[src/rtl/mac_pkg.sv]
// mac_pkg
//   Shared definitions for the sequential multiply-accumulate block:
//   FSM state encoding and the default width constants used as parameter
//   defaults by mac_seq and mac_seq_dp.
package mac_pkg;

  localparam int DEF_DATA_WIDTH = 16;
  localparam int DEF_MUL_WIDTH  = 32;
  localparam int DEF_ACC_WIDTH  = 40;
  localparam int DEF_LEN_WIDTH  = 8;

  typedef enum logic [1:0] {
    ST_IDLE  = 2'd0,
    ST_RUN   = 2'd1,
    ST_DRAIN = 2'd2,
    ST_DONE  = 2'd3
  } state_t;

endpackage

[src/rtl/mac_seq_dp.sv]
// mac_seq_dp
//   Datapath of the dot-product engine: a registered signed multiplier
//   followed by a saturating accumulator with a sticky overflow flag.
//   Ports:
//     clk, rst     clock, asynchronous active-high reset
//     i_clr        clear accumulator and overflow flag (start of operation)
//     i_accept     operand pair handshake this cycle
//     i_a, i_b     signed operands
//     o_acc        accumulator value (signed, saturated)
//     o_ovf        saturation has occurred since the last clear
module mac_seq_dp
  import mac_pkg::*;
#(
  parameter int DATA_WIDTH = DEF_DATA_WIDTH,
  parameter int MUL_WIDTH  = DEF_MUL_WIDTH,
  parameter int ACC_WIDTH  = DEF_ACC_WIDTH
) (
  input  logic                  clk,
  input  logic                  rst,
  input  logic                  i_clr,
  input  logic                  i_accept,
  input  logic [DATA_WIDTH-1:0] i_a,
  input  logic [DATA_WIDTH-1:0] i_b,
  output logic [ACC_WIDTH-1:0]  o_acc,
  output logic                  o_ovf
);

  localparam logic [ACC_WIDTH-1:0] SAT_MAX = {1'b0, {(ACC_WIDTH-1){1'b1}}};
  localparam logic [ACC_WIDTH-1:0] SAT_MIN = {1'b1, {(ACC_WIDTH-1){1'b0}}};

  logic [MUL_WIDTH-1:0] r_prod;
  logic                 r_prod_vld;
  logic [ACC_WIDTH-1:0] r_acc;
  logic                 r_ovf;

  logic signed [MUL_WIDTH-1:0] w_a_ext;
  logic signed [MUL_WIDTH-1:0] w_b_ext;
  logic signed [MUL_WIDTH-1:0] w_prod;
  logic signed [ACC_WIDTH:0]   w_sum;
  logic                        w_sat;
  logic [ACC_WIDTH-1:0]        w_acc_next;

  // Sign-extend before multiplying so the low MUL_WIDTH bits are the exact
  // signed product.
  assign w_a_ext = {{(MUL_WIDTH-DATA_WIDTH){i_a[DATA_WIDTH-1]}}, i_a};
  assign w_b_ext = {{(MUL_WIDTH-DATA_WIDTH){i_b[DATA_WIDTH-1]}}, i_b};
  assign w_prod  = w_a_ext * w_b_ext;

  // One guard bit: the two top bits differ exactly when the add overflowed.
  assign w_sum = {r_acc[ACC_WIDTH-1], r_acc}
               + {{(ACC_WIDTH+1-MUL_WIDTH){r_prod[MUL_WIDTH-1]}}, r_prod};
  assign w_sat = w_sum[ACC_WIDTH] != w_sum[ACC_WIDTH-1];

  always_comb begin
    w_acc_next = w_sum[ACC_WIDTH-1:0];
    if (w_sat) begin
      w_acc_next = w_sum[ACC_WIDTH] ? SAT_MIN : SAT_MAX;
    end
  end

  always_ff @(posedge clk or posedge rst) begin
    if (rst) begin
      r_prod     <= '0;
      r_prod_vld <= 1'b0;
      r_acc      <= '0;
      r_ovf      <= 1'b0;
    end else begin
      r_prod_vld <= i_accept;
      if (i_accept) begin
        r_prod <= w_prod;
      end
      if (i_clr) begin
        r_acc <= '0;
        r_ovf <= 1'b0;
      end else if (r_prod_vld) begin
        r_acc <= w_acc_next;
        r_ovf <= r_ovf | w_sat;
      end
    end
  end

  assign o_acc = r_acc;
  assign o_ovf = r_ovf;

endmodule

[src/rtl/mac_seq.sv]
// mac_seq
//   Sequential signed dot-product engine. A start request captures the pair
//   count; pairs are then accepted through a valid/ready handshake, multiplied
//   and accumulated with saturation, and the result is presented with a
//   valid/ready handshake.
//   Ports:
//     clk, rst             clock, asynchronous active-high reset
//     start, len           begin an operation of len pairs (IDLE only)
//     busy                 not idle
//     op_valid, op_ready   operand pair handshake
//     a_in, b_in           signed operands
//     res_valid, res_ready result handshake
//     res_data, res_ovf    saturated dot product and saturation flag
module mac_seq
  import mac_pkg::*;
#(
  parameter int DATA_WIDTH = DEF_DATA_WIDTH,
  parameter int MUL_WIDTH  = DEF_MUL_WIDTH,
  parameter int ACC_WIDTH  = DEF_ACC_WIDTH,
  parameter int LEN_WIDTH  = DEF_LEN_WIDTH
) (
  input  logic                  clk,
  input  logic                  rst,
  input  logic                  start,
  input  logic [LEN_WIDTH-1:0]  len,
  output logic                  busy,
  input  logic                  op_valid,
  output logic                  op_ready,
  input  logic [DATA_WIDTH-1:0] a_in,
  input  logic [DATA_WIDTH-1:0] b_in,
  output logic                  res_valid,
  input  logic                  res_ready,
  output logic [ACC_WIDTH-1:0]  res_data,
  output logic                  res_ovf
);

  state_t               r_state;
  state_t               w_state_next;
  logic [LEN_WIDTH-1:0] r_count;
  logic                 w_op_ready;
  logic                 w_res_valid;
  logic                 w_clr;
  logic                 w_accept;

  assign w_accept = w_op_ready & op_valid;

  always_comb begin
    w_state_next = r_state;
    w_op_ready   = 1'b0;
    w_res_valid  = 1'b0;
    w_clr        = 1'b0;
    case (r_state)
      ST_IDLE: begin
        if (start) begin
          w_clr        = 1'b1;
          w_state_next = (len == '0) ? ST_DONE : ST_RUN;
        end
      end
      ST_RUN: begin
        w_op_ready = 1'b1;
        if (op_valid && r_count == LEN_WIDTH'(1)) begin
          w_state_next = ST_DRAIN;
        end
      end
      // Last product is folded into the accumulator on this cycle's edge.
      ST_DRAIN: begin
        w_state_next = ST_DONE;
      end
      ST_DONE: begin
        w_res_valid = 1'b1;
        if (res_ready) begin
          w_state_next = ST_IDLE;
        end
      end
      default: begin
        w_state_next = ST_IDLE;
      end
    endcase
  end

  always_ff @(posedge clk or posedge rst) begin
    if (rst) begin
      r_state <= ST_IDLE;
      r_count <= '0;
    end else begin
      r_state <= w_state_next;
      if (r_state == ST_IDLE && start) begin
        r_count <= len;
      end else if (w_accept) begin
        r_count <= r_count - LEN_WIDTH'(1);
      end
    end
  end

  mac_seq_dp #(
    .DATA_WIDTH (DATA_WIDTH),
    .MUL_WIDTH  (MUL_WIDTH),
    .ACC_WIDTH  (ACC_WIDTH)
  ) u_dp (
    .clk      (clk),
    .rst      (rst),
    .i_clr    (w_clr),
    .i_accept (w_accept),
    .i_a      (a_in),
    .i_b      (b_in),
    .o_acc    (res_data),
    .o_ovf    (res_ovf)
  );

  assign busy      = (r_state != ST_IDLE);
  assign op_ready  = w_op_ready;
  assign res_valid = w_res_valid;

endmodule

[config.mk]
export PLATFORM = sky130hd
export DESIGN_NAME = mac_seq
export DESIGN_NICKNAME = d
export VERILOG_FILES = /design/src/rtl/mac_pkg.sv /design/src/rtl/mac_seq_dp.sv /design/src/rtl/mac_seq.sv
export SDC_FILE = /design/constraint.sdc
export NUM_CORES = 1
export LEC_CHECK = 0
export ABC_AREA = 0
export ABC_CLOCK_PERIOD_IN_PS = 7640
export CAP_MARGIN = 30
export CORE_UTILIZATION = 45
export DETAILED_ROUTE_END_ITERATION = 8
export GPL_ROUTABILITY_DRIVEN = 0
export PLACE_DENSITY_LB_ADDON = 0.12
export SLEW_MARGIN = 10
export SYNTH_ARGS = -nofsm -noshare
export SYNTH_HDL_FRONTEND = slang
export SYNTH_SLANG_ARGS = --single-unit
[constraint.sdc]
create_clock -name clk -period 7.64 [get_ports clk]
set_clock_uncertainty 0.2 [all_clocks]
set_input_delay 1.528 -clock clk [delete_from_list [all_inputs] [get_ports clk]]
set_output_delay 1.528 -clock clk [all_outputs]
set_load 0.02 [all_outputs]
==> metrics <==
hold_buf cts=0; cell family with the largest share of critical-path delay=adder cells; final worst path period need=7.42 ns; drt first pass iters=7; Crit-path slowest cell=or4b_2; core footprint=0.0345 mm2; Hold Fails Final Rpt=0; clock buffer depth=2; most frequent CP cell=fa_1; grt peak-use layer=met2; DRC viols=0; share of cells above drive strength 1=0.0989; Tot GR Track Use=0.213; Synthesized Nets=2226; status=finished, final reports clean; initial antenna violation count=0; CTS Sinks=84; post-synthesis cell type count=68; row count=68; final setup violation count=0; antenna cells=0; Ys Warns=0; Worst-path clk slew=0.06 ns; met1 GRT Util=0.319; CTS buffer count=9; port bufs=88; post-synth top area cell=fa_1; Max Clock Freq=135 MHz; Post-Route WL=36.2 mm; CTS tree=done; Buf+Inv Stages, Crit Path=8; average wire per standard cell=15.1 um; cell breakdown of the critical path=clkdlybuf4s50_1, buf_4, buf_4, and2_1, fa_1, inv_1, fa_1, fa_1, inv_1, fa_1, fa_1, inv_1, fa_1, inv_1, ha_2, inv_1, o21ai_0, a21oi_1, o31ai_2, a21oi_2, o21bai_1, a21oi_1, or4b_2, nand3_1; async set or reset register ratio after synthesis=1.00; CTS H-tree lvls=3; clk_lat worst skew=0.35 ns; Setup crit end kind=flop; Yosys reg bits=84; register area share after synthesis=0.134; Via density=5.10; synthesized area=0.0157 mm2; GR Util met2=0.341; Design Area, Final=0.0184 mm2; starting density of the core=0.456; ys flop type=dfrtp_1; die area=0.0357 mm2; Critical Path AT=7.50 ns; Ports=89; fin crit share=0.971; Worst Max-Slew Pin Slew=0.611 ns; Final ANT Viol Nets=0; placed inst area=0.0179 mm2; Synth top area share=0.335; nets=2384; max incr delay on CP=0.61 ns; max-cap violations=0; worst min path class=flop to flop; HPWL Detailed=31.1 mm; Die W=189 um; CP Launch Type=input pin; synthesized area per cell=8.79 um2; met3 Use GR=0.0145; largest net degree at the start of global routing=63; critical path peak fanout=7; first-pass GRT wire length=62.7 mm; area grow syn2layout=16.7%; Area contributors post-synth=fa_1 33%, dfrtp_1 13%, ha_1 10%, inv_1 7.9%, nand2_1 6.0%; Crit Path Category=input pin to flop; Die Span Y=189 um; Slew Viols, Final=0; Layout Cells excl Fill=2407; slew margin rel.=0.593; number of flops mapped to enable cells by yosys=0; # placed instances=2391; Crit path required time=7.72 ns; total congestion overflow=0; Post-Syn Instances=1789; DRT iter0 DRCs=557; Fin Setup TNS=0 ns; Clock Tree Root=clkbuf_16; Final Util=0.533; Vias=12300; vias in the first global route=12700
-- area by class of cell --
type	count	area, um2
fill	3262	16100
tap	455	569
timing repair buffer	212	1880
inverter	334	1250
sequential	84	2100
clock inverter	5	37.5
clock buffer	11	243
multi-input combinational	1306	12300
-- cell usage in the layout, fill, tap and decap left out, types with 7 or more instances in the layout --
cell type / instances
o21bai_1: 8
xor2_1: 31
a22oi_2: 10
nand2b_1: 12
nand2_1: 250
o21ai_0: 77
fa_1: 256
fa_2: 7
a22oi_1: 30
a21oi_1: 95
clkdlybuf4s50_1: 78
nor3_1: 15
nor2_1: 48
buf_4: 116
nand3_1: 11
ha_1: 124
xnor2_1: 42
dlymetal6s2s_1: 10
a21o_1: 34
and2_1: 125
clkbuf_16: 9
dfrtp_1: 84
nand4_1: 9
a211oi_1: 14
inv_1: 332
-- routing by layer --
layer	vias to the layer above	routed length (um)
met1	6037	18400
met2	230	16400
met3	28	1110
li1	5985	-
met4	0	357
met5	-	0
-- logic make-up (layout without fill, tap and decap cells) --
kind of cell / after synthesis / in the layout / synth area share
compound gates: 325 / 325 / 0.133
flops: 84 / 84 / 0.134
mux: 6 / 6 / 0.00414
fa+ha+maj: 392 / 392 / 0.437
buf+inv: 399 / 562 / 0.0971
xor+xnor: 74 / 74 / 0.0412
simple gates: 509 / 509 / 0.154
-- registers in the layout, indices dropped and copies added, names as in the netlist --
name	cells
u_dp.o_ovf	1
r_count	8
u_dp.r_prod	32
r_state	2
u_dp.o_acc	40
u_dp.r_prod_vld	1
-- timing repair --
item | CTS | global route
gates cloned | 0 | 0
endpoints found under the setup margin | 2 | 9
setup buffers | 0 | 0
resized for setup | 0 | 45
pin swaps | 1 | 17
-- synthesized netlist by cell type (2+ instances only) --
cell      count
nand4b_1      2
nor4_1        6
mux2i_1       2
nor2b_1       5
o31ai_1       3
xor2_1       32
mux2_2        4
o21ai_1       5
a22oi_1      30
buf_4         2
inv_1       333
nand2b_1     12
clkbuf_1     54
o221ai_1      2
buf_6         2
or4_1         2
buf_2         6
nand2_1     251
a31oi_1       6
a211o_1       2
nor3b_1       2
nor2_1       50
a21oi_1      99
fa_1        263
nor3_1       17
o311ai_0      3
a21boi_0      2
and2_1      126
or3_1         4
o211ai_1      5
a32oi_1       2
a22oi_2      10
nand4_1       9
o21ai_2       2
a211oi_1     15
nand3_1      12
xnor2_1      42
o21a_1        2
ha_1        129
o21ai_0      78
a21o_1       34
and3_1        5
dfrtp_1      84
and4_1        2
o21bai_1      8
-- per-stage QoR --
stage / setup WS [ns] / hold WS [ns]
4_1_cts: 0.00857 / 0.291
2_1_floorplan: 0.136 / 0.253
3_5_place_dp: -0.372 / 0.277
5_1_grt: -0.0678 / 0.309
3_3_place_gp: -0.318 / 0.267
6_report: 0.220 / 0.283
-- path summary, 6_finish.rpt --
check | from | endpoint | slack, ns | depth (start not counted)
worst min register to register | u_dp.r_prod[24] | u_dp.r_prod[24] | 0.28 | 2
worst min-delay path | u_dp.r_prod[24] | u_dp.r_prod[24] | 0.28 | 2
worst max-delay path | b_in[2] | u_dp.r_prod[25] | 0.22 | 24
worst max register to register | u_dp.o_acc[0] | u_dp.o_acc[21] | 3.39 | 12
min in group asynchronous | rst | r_count[2] | 1.45 | 3
max in group asynchronous | rst | u_dp.r_prod[3] | 5.15 | 4
-- worst reg2reg max path: cells and delay by family, from the launching register on --
kind / cells / cell delay [ns]
adders and majority gates: 2 / 0.68
AOI/OAI and AO/OA: 9 / 2.57
buffers and inverters: 1 / 0.25
DFF: 1 / 0.41
Power is left out: the tool's default activity adds up to more than one toggle a clock period on the data nets, which glitch-free logic cannot reach.
